<file path="src/rtl/text_write_ctrl.sv">
// text_write_ctrl: turns UART column/row/char/terminator frames into screen-buffer writes.
// Define CLEAR_CMD_EN to compile in the 8'hFF clear-screen sweep and its one-byte hold register.
module text_write_ctrl #(
  parameter int unsigned N_COL          = 160,
  parameter int unsigned N_ROW          = 60,
  parameter logic [6:0]  CLEAR_CHAR     = 7'h20,
  parameter int unsigned TIMEOUT_CYCLES = 1000000
) (
  input  logic       clk_i,
  input  logic       rstn_i,
  input  logic       wr_i,
  input  logic [7:0] data_i,
  output logic       wr_en_o,
  output logic [7:0] col_w_o,
  output logic [5:0] row_w_o,
  output logic [6:0] din_o,
  output logic       busy_o,
  output logic       overrun_o
);

  localparam logic [7:0]  NCol        = 8'(N_COL);
  localparam logic [5:0]  NRow        = 6'(N_ROW);
  localparam bit          TimeoutEn   = (TIMEOUT_CYCLES != 0);
  localparam logic [31:0] TimeoutLast = 32'(TIMEOUT_CYCLES - 1);

`ifdef CLEAR_CMD_EN
  localparam logic [7:0]  ColMax      = 8'(N_COL - 1);
  localparam logic [5:0]  RowMax      = 6'(N_ROW - 1);
  typedef enum logic [2:0] {StCol, StRow, StChar, StTerm, StClear} state_e;
`else
  typedef enum logic [1:0] {StCol, StRow, StChar, StTerm} state_e;
`endif

  state_e      state_q, state_d;
  logic        wr_d_q, wr_d_d;
  logic [7:0]  col_q, col_d;
  logic [5:0]  row_q, row_d;
  logic [31:0] tmo_q, tmo_d;
  logic        wr_en_q, wr_en_d;
  logic [7:0]  col_w_q, col_w_d;
  logic [5:0]  row_w_q, row_w_d;
  logic [6:0]  din_q, din_d;

  logic        new_ev, ev, counting, timeout;
  logic [7:0]  ev_byte, col_red;
  logic [5:0]  row_raw, row_red;

`ifdef CLEAR_CMD_EN
  logic        busy_q, busy_d;
  logic        ovr_q, ovr_d;
  logic        hold_vld_q, hold_vld_d;
  logic [7:0]  hold_byte_q, hold_byte_d;
`else
  logic        unused_clear_char;
  assign unused_clear_char = ^CLEAR_CHAR;
`endif

  always_comb begin
    wr_d_d  = wr_i;
    state_d = state_q;
    col_d   = col_q;
    row_d   = row_q;
    wr_en_d = 1'b0;
    col_w_d = col_w_q;
    row_w_d = row_w_q;
    din_d   = din_q;
    new_ev  = wr_i & ~wr_d_q;
    ev      = new_ev;
    ev_byte = data_i;
`ifdef CLEAR_CMD_EN
    busy_d      = 1'b0;
    ovr_d       = ovr_q;
    hold_vld_d  = hold_vld_q;
    hold_byte_d = hold_byte_q;
    if (state_q == StClear) begin
      // Bytes arriving during a sweep are parked; only one slot, extras are lost.
      ev = 1'b0;
      if (new_ev) begin
        if (hold_vld_q) begin
          ovr_d = 1'b1;
        end else begin
          hold_vld_d  = 1'b1;
          hold_byte_d = data_i;
        end
      end
    end else if (hold_vld_q) begin
      // Held byte goes first; a simultaneous new byte takes its place in the slot.
      ev         = 1'b1;
      ev_byte    = hold_byte_q;
      hold_vld_d = new_ev;
      if (new_ev) hold_byte_d = data_i;
    end
`endif

    col_red  = (ev_byte >= NCol) ? ev_byte - NCol : ev_byte;
    row_raw  = ev_byte[5:0];
    row_red  = (row_raw >= NRow) ? row_raw - NRow : row_raw;
    counting = (state_q == StRow) || (state_q == StChar) || (state_q == StTerm);
    timeout  = TimeoutEn && counting && !ev && (tmo_q == TimeoutLast);

    if (ev || !counting || !TimeoutEn || timeout) tmo_d = '0;
    else                                          tmo_d = tmo_q + 32'd1;

    case (state_q)
      StCol: begin
        if (ev) begin
          state_d = StRow;
          col_d   = col_red;
`ifdef CLEAR_CMD_EN
          if (ev_byte == 8'hFF) begin
            state_d = StClear;
            col_d   = col_q;
            wr_en_d = 1'b1;
            busy_d  = 1'b1;
            col_w_d = '0;
            row_w_d = '0;
            din_d   = CLEAR_CHAR;
          end
`endif
        end
      end
      StRow: begin
        if (ev) begin
          state_d = StChar;
          row_d   = row_red;
        end else if (timeout) begin
          state_d = StCol;
        end
      end
      StChar: begin
        if (ev) begin
          state_d = StTerm;
          wr_en_d = 1'b1;
          col_w_d = col_q;
          row_w_d = row_q;
          din_d   = ev_byte[6:0];
        end else if (timeout) begin
          state_d = StCol;
        end
      end
      StTerm: begin
        if (ev || timeout) state_d = StCol;
      end
`ifdef CLEAR_CMD_EN
      StClear: begin
        // Raster sweep using the output address registers as the cursor.
        if (col_w_q == ColMax && row_w_q == RowMax) begin
          state_d = StCol;
        end else begin
          wr_en_d = 1'b1;
          busy_d  = 1'b1;
          din_d   = CLEAR_CHAR;
          if (col_w_q == ColMax) begin
            col_w_d = '0;
            row_w_d = row_w_q + 6'd1;
          end else begin
            col_w_d = col_w_q + 8'd1;
          end
        end
      end
`endif
      default: state_d = StCol;
    endcase
  end

  always_ff @(posedge clk_i or negedge rstn_i) begin
    if (!rstn_i) begin
      state_q     <= StCol;
      wr_d_q      <= 1'b0;
      col_q       <= '0;
      row_q       <= '0;
      tmo_q       <= '0;
      wr_en_q     <= 1'b0;
      col_w_q     <= '0;
      row_w_q     <= '0;
      din_q       <= '0;
`ifdef CLEAR_CMD_EN
      busy_q      <= 1'b0;
      ovr_q       <= 1'b0;
      hold_vld_q  <= 1'b0;
      hold_byte_q <= '0;
`endif
    end else begin
      state_q     <= state_d;
      wr_d_q      <= wr_d_d;
      col_q       <= col_d;
      row_q       <= row_d;
      tmo_q       <= tmo_d;
      wr_en_q     <= wr_en_d;
      col_w_q     <= col_w_d;
      row_w_q     <= row_w_d;
      din_q       <= din_d;
`ifdef CLEAR_CMD_EN
      busy_q      <= busy_d;
      ovr_q       <= ovr_d;
      hold_vld_q  <= hold_vld_d;
      hold_byte_q <= hold_byte_d;
`endif
    end
  end

  assign wr_en_o   = wr_en_q;
  assign col_w_o   = col_w_q;
  assign row_w_o   = row_w_q;
  assign din_o     = din_q;
`ifdef CLEAR_CMD_EN
  assign busy_o    = busy_q;
  assign overrun_o = ovr_q;
`else
  assign busy_o    = 1'b0;
  assign overrun_o = 1'b0;
`endif

endmodule
</file>
<file path="config.mk">
export PLATFORM = sky130hd
export DESIGN_NAME = text_write_ctrl
export DESIGN_NICKNAME = d
export VERILOG_FILES = /design/src/rtl/text_write_ctrl.sv
export SDC_FILE = /design/constraint.sdc
export NUM_CORES = 1
export LEC_CHECK = 0
export BUFFER_PORTS_ARGS = -buffer_cell sky130_fd_sc_hd__buf_2
export CAP_MARGIN = 30
export CORE_UTILIZATION = 30
export CTS_CLUSTER_DIAMETER = 120
export CTS_CLUSTER_SIZE = 30
export DETAILED_ROUTE_END_ITERATION = 7
export PLACE_DENSITY = 0.56
export REMOVE_ABC_BUFFERS = 1
export SLEW_MARGIN = 20
export SYNTH_ARGS = -nofsm -noshare
export SYNTH_HDL_FRONTEND = slang
export SYNTH_SLANG_ARGS = --single-unit
</file>
<file path="constraint.sdc">
create_clock -name clk_i -period 2.2 [get_ports clk_i]
set_clock_uncertainty 0.2 [all_clocks]
set_input_delay 0.11 -clock clk_i [delete_from_list [all_inputs] [get_ports clk_i]]
set_output_delay 0.11 -clock clk_i [all_outputs]
set_load 0.01 [all_outputs]
</file>
; After elaboration in Yosys (flattened, before gate mapping)
; Index checks and enable logic that the tools add are counted.
; Widths: inputs -> output; s select.
[word_totals]
inputBits = 11
wordCells = 47
regBits = 71
[classes]
order_cmp = 2
muxes = 11
n_addsub = 3
reduce_logical = 14
bitwise_logic = 2
eq_ne = 6
[op_table]
columns = op, n
row1 = $add 32x1->32 const B, 1
row2 = $eq 32x20->1 const B, 1
row3 = $mux 32, 1
row4 = $mux 2, 5
row5 = $ge 8x8->1 const B, 1
row6 = $mux 8, 1
row7 = $pmux 2 s4, 1
row8 = $reduce_and 2->1, 4
row9 = $sub 8x8->8 const B, 1
row10 = $ge 6x6->1 const B, 1
row11 = $mux 6, 1
row12 = $sub 6x6->6 const B, 1
row13 = $logic_or 1x1->1, 5
row14 = $eq 2x2->1 const B, 2
row15 = $eq 2x1->1 const B, 1
row16 = $logic_and 1x1->1, 2
row17 = $logic_not 1->1, 2
row18 = $logic_not 2->1, 1
row19 = $mux 1, 2
row20 = $ne 2x1->1 const B, 1
row21 = $ne 2x2->1 const B, 1
row22 = $and 1x1->1, 1
row23 = $not 1->1, 1

; Logic depth before layout (Yosys ltp)
; Gate-level depths: netlist of run 1.
[depth]
depth_word = 8
depth_mapped = 6
mapped_depth_nobuf = 5

; Worst setup path after synthesis of run 1
; Ideal clock, no wire load.
[synth_path]
path_type = register to register
startpoint = register tmo_q[0]
endpoint = register tmo_q[2]
stages_incl_launch_ff = 7
arrival_ps = 1840
period_less_slack_ps = 2185
slack_ps = 15
n_path_buf = 1
cell_sequence = dfrtp_1 -> ha_1 -> and2_1 -> nand2_1 -> o41ai_2 -> buf_2 -> nor3_1
[synth_via]
elab_chain_len = 4
[synth_lines]
columns = element, line
row1 = from (decl), 38  ; logic [31:0] tmo_q, tmo_d;
row2 = from (signal assigned), 188  ; tmo_q <= tmo_d;
row3 = "parallel branches: the longest is 3 deep, another holds $add 32x1->32", -
row4 = $mux 32 (*), 101  ; if (ev || !counting || !TimeoutEn || timeout) tmo_d = '0;
row5 = via tmo_d[2], 38
; Mark *: on every way through the listed nets, which the timed path passes.
; A chain may end at the register's enable or synchronous reset.

; Worst setup path after layout of run 1
[layout_path]
startpoint = register tmo_q[10]
endpoint = register tmo_q[17]
; The elaborated chain is that of the path after synthesis.

==> results of run 1 <==
==> cell families after synthesis <==
logic type	after synthesis	share of synthesized area, %
xor+xnor	12	3.10
mux	32	10.6
flops	71	52.5
buf+inv	28	3.73
fa+ha+maj	4	1.48
compound gates	51	11.8
other cells	1	0.111
simple gates	96	16.7
==> final cells by class <==
cell class	instances	share of cell area, %
clock buffers	11	5.68
well taps	140	3.94
repair buffers	75	12.9
flip-flops and latches	71	40.0
multi-input cells	199	35.7
clock inverters	5	0.928
inverters	11	0.928
==> synthesized netlist by cell type (all sizes together) (4+ instances only) <==
cell type,instances
dfrtp,71
mux2,30
a211oi,20
or4,15
nand3,14
nor3,14
o31ai,14
nand2,12
inv,11
nand4,11
clkbuf,9
o21ai,9
buf,8
xor2,8
or3,7
nor2,6
a21oi,5
and3,5
ha,4
xnor2,4
==> routing by layer <==
layer  up-vias  track usage, %  wire length (um)
li1       1255               -                 -
met1      1357            18.2              3590
met2        67            23.2              3780
met3         8            5.49               402
met4         0            3.72                74
met5         -               0                 0
==> flip-flops by register name (all words and copies together), names as in the netlist <==
register / count
tmo_q: 32
col_q: 8
col_w_o: 8
din_o: 7
row_q: 6
row_w_o: 6
state_q: 2
wr_d_q: 1
wr_en_o: 1
==> worst max-delay path, cell delays in order (launching register included) <==
cell      delay [ns]
dfrtp_2         0.41
nand2_1         0.13
or4_4           0.62
or4_4           0.51
a211oi_2        0.20
==> cell usage in the layout (no fill, tap or decap), types with 3 or more instances in the layout <==
| cell type | n |
|---|---|
| nor2_1 | 5 |
| nand4_1 | 11 |
| a211oi_1 | 9 |
| o31ai_1 | 14 |
| a21oi_1 | 5 |
| or4_1 | 5 |
| nand2_1 | 10 |
| nand3_1 | 14 |
| o21ai_0 | 9 |
| buf_2 | 32 |
| dfrtp_1 | 70 |
| xor2_1 | 8 |
| buf_12 | 3 |
| mux2_2 | 30 |
| inv_1 | 11 |
| a211oi_2 | 11 |
| or3_1 | 7 |
| ha_1 | 4 |
| nor3_1 | 12 |
| or4_4 | 12 |
| clkbuf_16 | 10 |
| and3_1 | 5 |
| xnor2_1 | 4 |
| buf_4 | 26 |
| dlygate4sd3_1 | 11 |
==> stage by stage <==
step	power (uW)	worst slack (ns)	cell area (um2)	utilization (%)	hold WS, ns
floorplan	2330	-1.24	3300	-	-0.386
global placement	2700	-0.0733	3900	35.7	-0.0310
detailed placement	2740	-0.0354	3900	35.7	-0.0245
CTS	4190	-0.0238	4310	39.5	0.154
global route	4370	-0.0272	4450	40.7	0.172
finish	4130	0.0406	4450	40.7	0.136
==> power breakdown <==
group	internal (uW)	total, uW	switching (uW)
Sequential	1650	1840	185
Combinational	461	890	429
Clock	832	1410	578
Total	2940	4130	1190
==> final timing paths <==
check,end,cells after the start,startpoint
worst min-delay path,tmo_q[3],3,rstn_i
worst max register to register,tmo_q[17],4,tmo_q[10]
worst max-delay path,tmo_q[17],4,tmo_q[10]
worst min register to register,row_w_o[2],1,row_w_o[2]
max in group asynchronous,tmo_q[10],3,rstn_i
min in group clk_i,wr_d_q,2,wr_i
==> timing repair <==
item | 4_1_cts | 5_1_grt
resized for setup | 3 | 16
pin swaps | 3 | 13
hold buffers | 11 | 0
setup endpoints to repair | 29 | 34
cloned | 0 | 3
hold endpoints to repair | 91 | 0
buffers inserted | 0 | 4
==> impl_metrics.env, run 1 <==
export IMPL_outcome="finished, final reports clean"
export IMPL_setup_viol=0
export IMPL_gp_congestion=0.787
export IMPL_cts_sinks=71
export IMPL_clk_pin_slew_worst_paths_ns=0.06
export IMPL_r2r_slack_ns=0.04
export IMPL_finalSetupTns_ns=0
export IMPL_die_h_um=108
export IMPL_track_usage_pct=14.5
export IMPL_place_hpwl_um=4720
export IMPL_multi_input_area_mm2=0.00159
export IMPL_routed_via_density=5.25
export IMPL_synth_main_ff_cell="dfrtp_1"
export IMPL_crit_fanout=8
export IMPL_vias=2687
export IMPL_wirelength_um=7850
export IMPL_synth_seq_area_share_pct=52.5
export IMPL_ys_warn_count=0
export IMPL_dpl_cell_count=478
export IMPL_antenna_found_initial=0
export IMPL_p_leak_uw=0.00187
export IMPL_stdcell_count=512
export IMPL_crit_type="reg2reg"
export IMPL_overflow=0
export IMPL_synth_area_per_cell_um2=11.5
export IMPL_hold_viol=0
export IMPL_htreeDepth=3
export IMPL_hp_class="in2async"
export IMPL_wl_per_cell_um=15.3
export IMPL_cts_tree="yes"
export IMPL_async_flop_share_pct=100
export IMPL_layout_nets=382
export IMPL_num_rows=38
export IMPL_fin_crit_ns=2.16
export IMPL_drv_cap=0
export IMPL_grt_pass1_vias=2706
export IMPL_synth_cells=295
export IMPL_ant_nets=0
export IMPL_p_per_area_mw_per_mm2=930
export IMPL_clk_latency_ns=0.33
export IMPL_period_share_pct=98.2
export IMPL_arrival_ns=2.20
export IMPL_fillers=1079
export IMPL_max_freq_mhz=463
export IMPL_cts_buffer_depth=2
export IMPL_rsz0062_at_grt="true"
export IMPL_start_kind="flip-flop"
export IMPL_die_area_mm2=0.0117
export IMPL_grt_first_pass_wirelength_um=13100
export IMPL_synth_seq_cells=71
export IMPL_yosys_area_top_type="dfrtp_1"
export IMPL_drt_iter0_markers=111
export IMPL_n_antenna_cell=0
export IMPL_syn_area_mm2=0.00339
export IMPL_place_port_buffers=32
export IMPL_cp_required_ns=2.24
export IMPL_ios=35
export IMPL_core_area_mm2=0.0109
export IMPL_drc=0
export IMPL_grt_max_degree=72
export IMPL_synth_top_cell_area_share_pct=52.5
export IMPL_synth_edf_count=0
export IMPL_endpoint_kind="flip-flop"
export IMPL_firstDrtPassIters=4
export IMPL_floorplan_initialDensity_pct=31.0
export IMPL_synth_top_cells_by_area="dfrtp_1 52%, mux2_2 10%, a211oi_2 3.3%"
export IMPL_ir_drop_uv=698
export IMPL_register_area_mm2=0.00178
export IMPL_yosysUniqueCellTypes=39
export IMPL_cts_buffers=9
export IMPL_clockRootBuffer="clkbuf_16"
export IMPL_area_growth_pct=31.4
export IMPL_drive_above_1_share_pct=38.7
export IMPL_fp_dieW_um=108
export IMPL_slew_viol_final=0
Note: power is estimated with default switching activity, not from simulation.
==> run 2: changes to the inputs <==
Settings changed: RECOVER_POWER set to 100.
==> impl_metrics.env, run 2 (same netlist as run 1, synthesis figures left out) <==
export IMPL_core_area_mm2=0.0109
export IMPL_area_growth_pct=28.5
export IMPL_drc=0
export IMPL_drive_above_1_share_pct=31.5
export IMPL_die_area_mm2=0.0117
export IMPL_crit_type="reg2reg"
export IMPL_slew_viol_final=0
export IMPL_arrival_ns=2.22
export IMPL_r2r_cells=4
export IMPL_drt_iter0_markers=116
export IMPL_grt_first_pass_wirelength_um=13100
export IMPL_fin_crit_ns=2.18
export IMPL_num_rows=38
export IMPL_clockRootBuffer="clkbuf_16"
export IMPL_layout_nets=382
export IMPL_max_freq_mhz=459
export IMPL_largest_reg_flops=32
export IMPL_top_register="tmo_q"
export IMPL_wirelength_um=7880
export IMPL_cts_buffer_depth=2
export IMPL_start_kind="flip-flop"
export IMPL_cts_sinks=71
export IMPL_htreeDepth=3
export IMPL_cp_common_cell="or4_4"
export IMPL_critical_path_max_stage_delay_ns=0.63
export IMPL_n_antenna_cell=0
export IMPL_track_usage_pct=14.5
export IMPL_fillers=1103
export IMPL_crit_slowest_cell="or4_4"
export IMPL_place_port_buffers=32
export IMPL_ir_drop_uv=696
export IMPL_gp_congestion=0.787
export IMPL_timing_rr_end="tmo_q[25]"
export IMPL_cp_required_ns=2.24
export IMPL_p_per_area_mw_per_mm2=935
export IMPL_layout_common_cells="70 x dfrtp_1, 30 x mux2_2, 25 x clkbuf_1, 24 x buf_4"
export IMPL_die_h_um=108
export IMPL_worstMarginPinSlew_ns=1.00
export IMPL_min_to="wr_d_q"
export IMPL_period_share_pct=99.0
export IMPL_overflow=0
export IMPL_clk_pin_slew_worst_paths_ns=0.06
export IMPL_vias=2706
export IMPL_crit_fanout=8
export IMPL_fin_util_pct=39.8
export IMPL_cts_tree="yes"
export IMPL_min_delay_start="wr_i"
export IMPL_place_hpwl_um=4720
export IMPL_clk_latency_ns=0.34
export IMPL_hold_viol=0
export IMPL_grt_pass1_vias=2706
export IMPL_drv_cap=0
export IMPL_grt_max_degree=72
export IMPL_whs_path_depth=2
export IMPL_ios=35
export IMPL_routed_via_density=5.29
export IMPL_endpoint_kind="flip-flop"
export IMPL_cts_buffers=9
export IMPL_p_total_uw=4070
export IMPL_floorplan_initialDensity_pct=31.0
export IMPL_ant_nets=0
export IMPL_antenna_found_initial=0
export IMPL_setup_viol=0
export IMPL_hp_class="in2reg"
export IMPL_r2r_start="tmo_q[10]"
export IMPL_firstDrtPassIters=4
export IMPL_crit_chain="nand2_1, or4_4, or4_4, a211oi_2"
export IMPL_slew_headroom_pct=33.1
export IMPL_finalSetupTns_ns=0
export IMPL_r2r_slack_ns=0.02
export IMPL_fp_dieW_um=108
export IMPL_wl_per_cell_um=15.4
export IMPL_p_leak_uw=0.00177
export IMPL_outcome="finished, final reports clean"
export IMPL_final_common_cell="dfrtp_1"
export IMPL_rsz0062_at_grt="true"
## run 2: repair_timing
item / 4_1_cts / 5_1_grt
hold buffers: 11 / 0
pin swaps: 3 / 13
cloned: 0 / 3
setup endpoints to repair: 29 / 34
hold endpoints to repair: 91 / 0
setup buffers: 0 / 4
resized for setup: 3 / 16
## run 2: final cells by class
type                       count  area, um2  area share [%]
sequential                    71       1780            40.9
multi-input combinational    199       1580            36.2
timing repair buffer          75        487            11.2
clock buffer                  11        253            5.81
tap                          140        175            4.03
clock inverter                 5       41.3           0.949
inverter                      11       41.3           0.949
## run 2: through the flow
stage | hold slack (ns) | area (um2) | instances | worst slack [ns]
3_3_place_gp | -0.0310 | 3900 | 478 | -0.0733
2_1_floorplan | -0.386 | 3300 | 279 | -1.24
6_report | 0.256 | 4350 | 512 | 0.0218
3_5_place_dp | -0.0245 | 3900 | 478 | -0.0354
4_1_cts | 0.154 | 4310 | 505 | -0.0238
5_1_grt | 0.273 | 4350 | 512 | -0.0272
## run 2: metal layers
metal / track usage (%) / share of wire, %
met1: 18.2 / 46
met4: 3.72 / 1.2
met2: 23.2 / 48
met5: 0 / 0
met3: 5.49 / 4.6
## run 2: power breakdown
group	internal (uW)	switching, uW
clock	832	579
combinational	394	424
sequential	1650	189
total	2880	1190
## run 2: worst max-delay path: cells and delay by family, from the launching register on
family,cells,cell delay (ns)
and+or+nand+nor,3,1.28
AOI/OAI and AO/OA,1,0.20
DFF,1,0.41
## run 2: worst max-delay path by stage
stage	from	end	slack, ns	depth (start not counted)
2_1_floorplan	tmo_q[0]	state_q[0]	-1.24	5
3_3_place_gp	tmo_q[11]	state_q[1]	-0.07	6
3_5_place_dp	tmo_q[10]	tmo_q[21]	-0.04	4
4_1_cts	tmo_q[10]	tmo_q[17]	-0.02	4
5_1_grt	tmo_q[10]	tmo_q[17]	-0.03	4
6_report	tmo_q[10]	tmo_q[25]	0.02	4
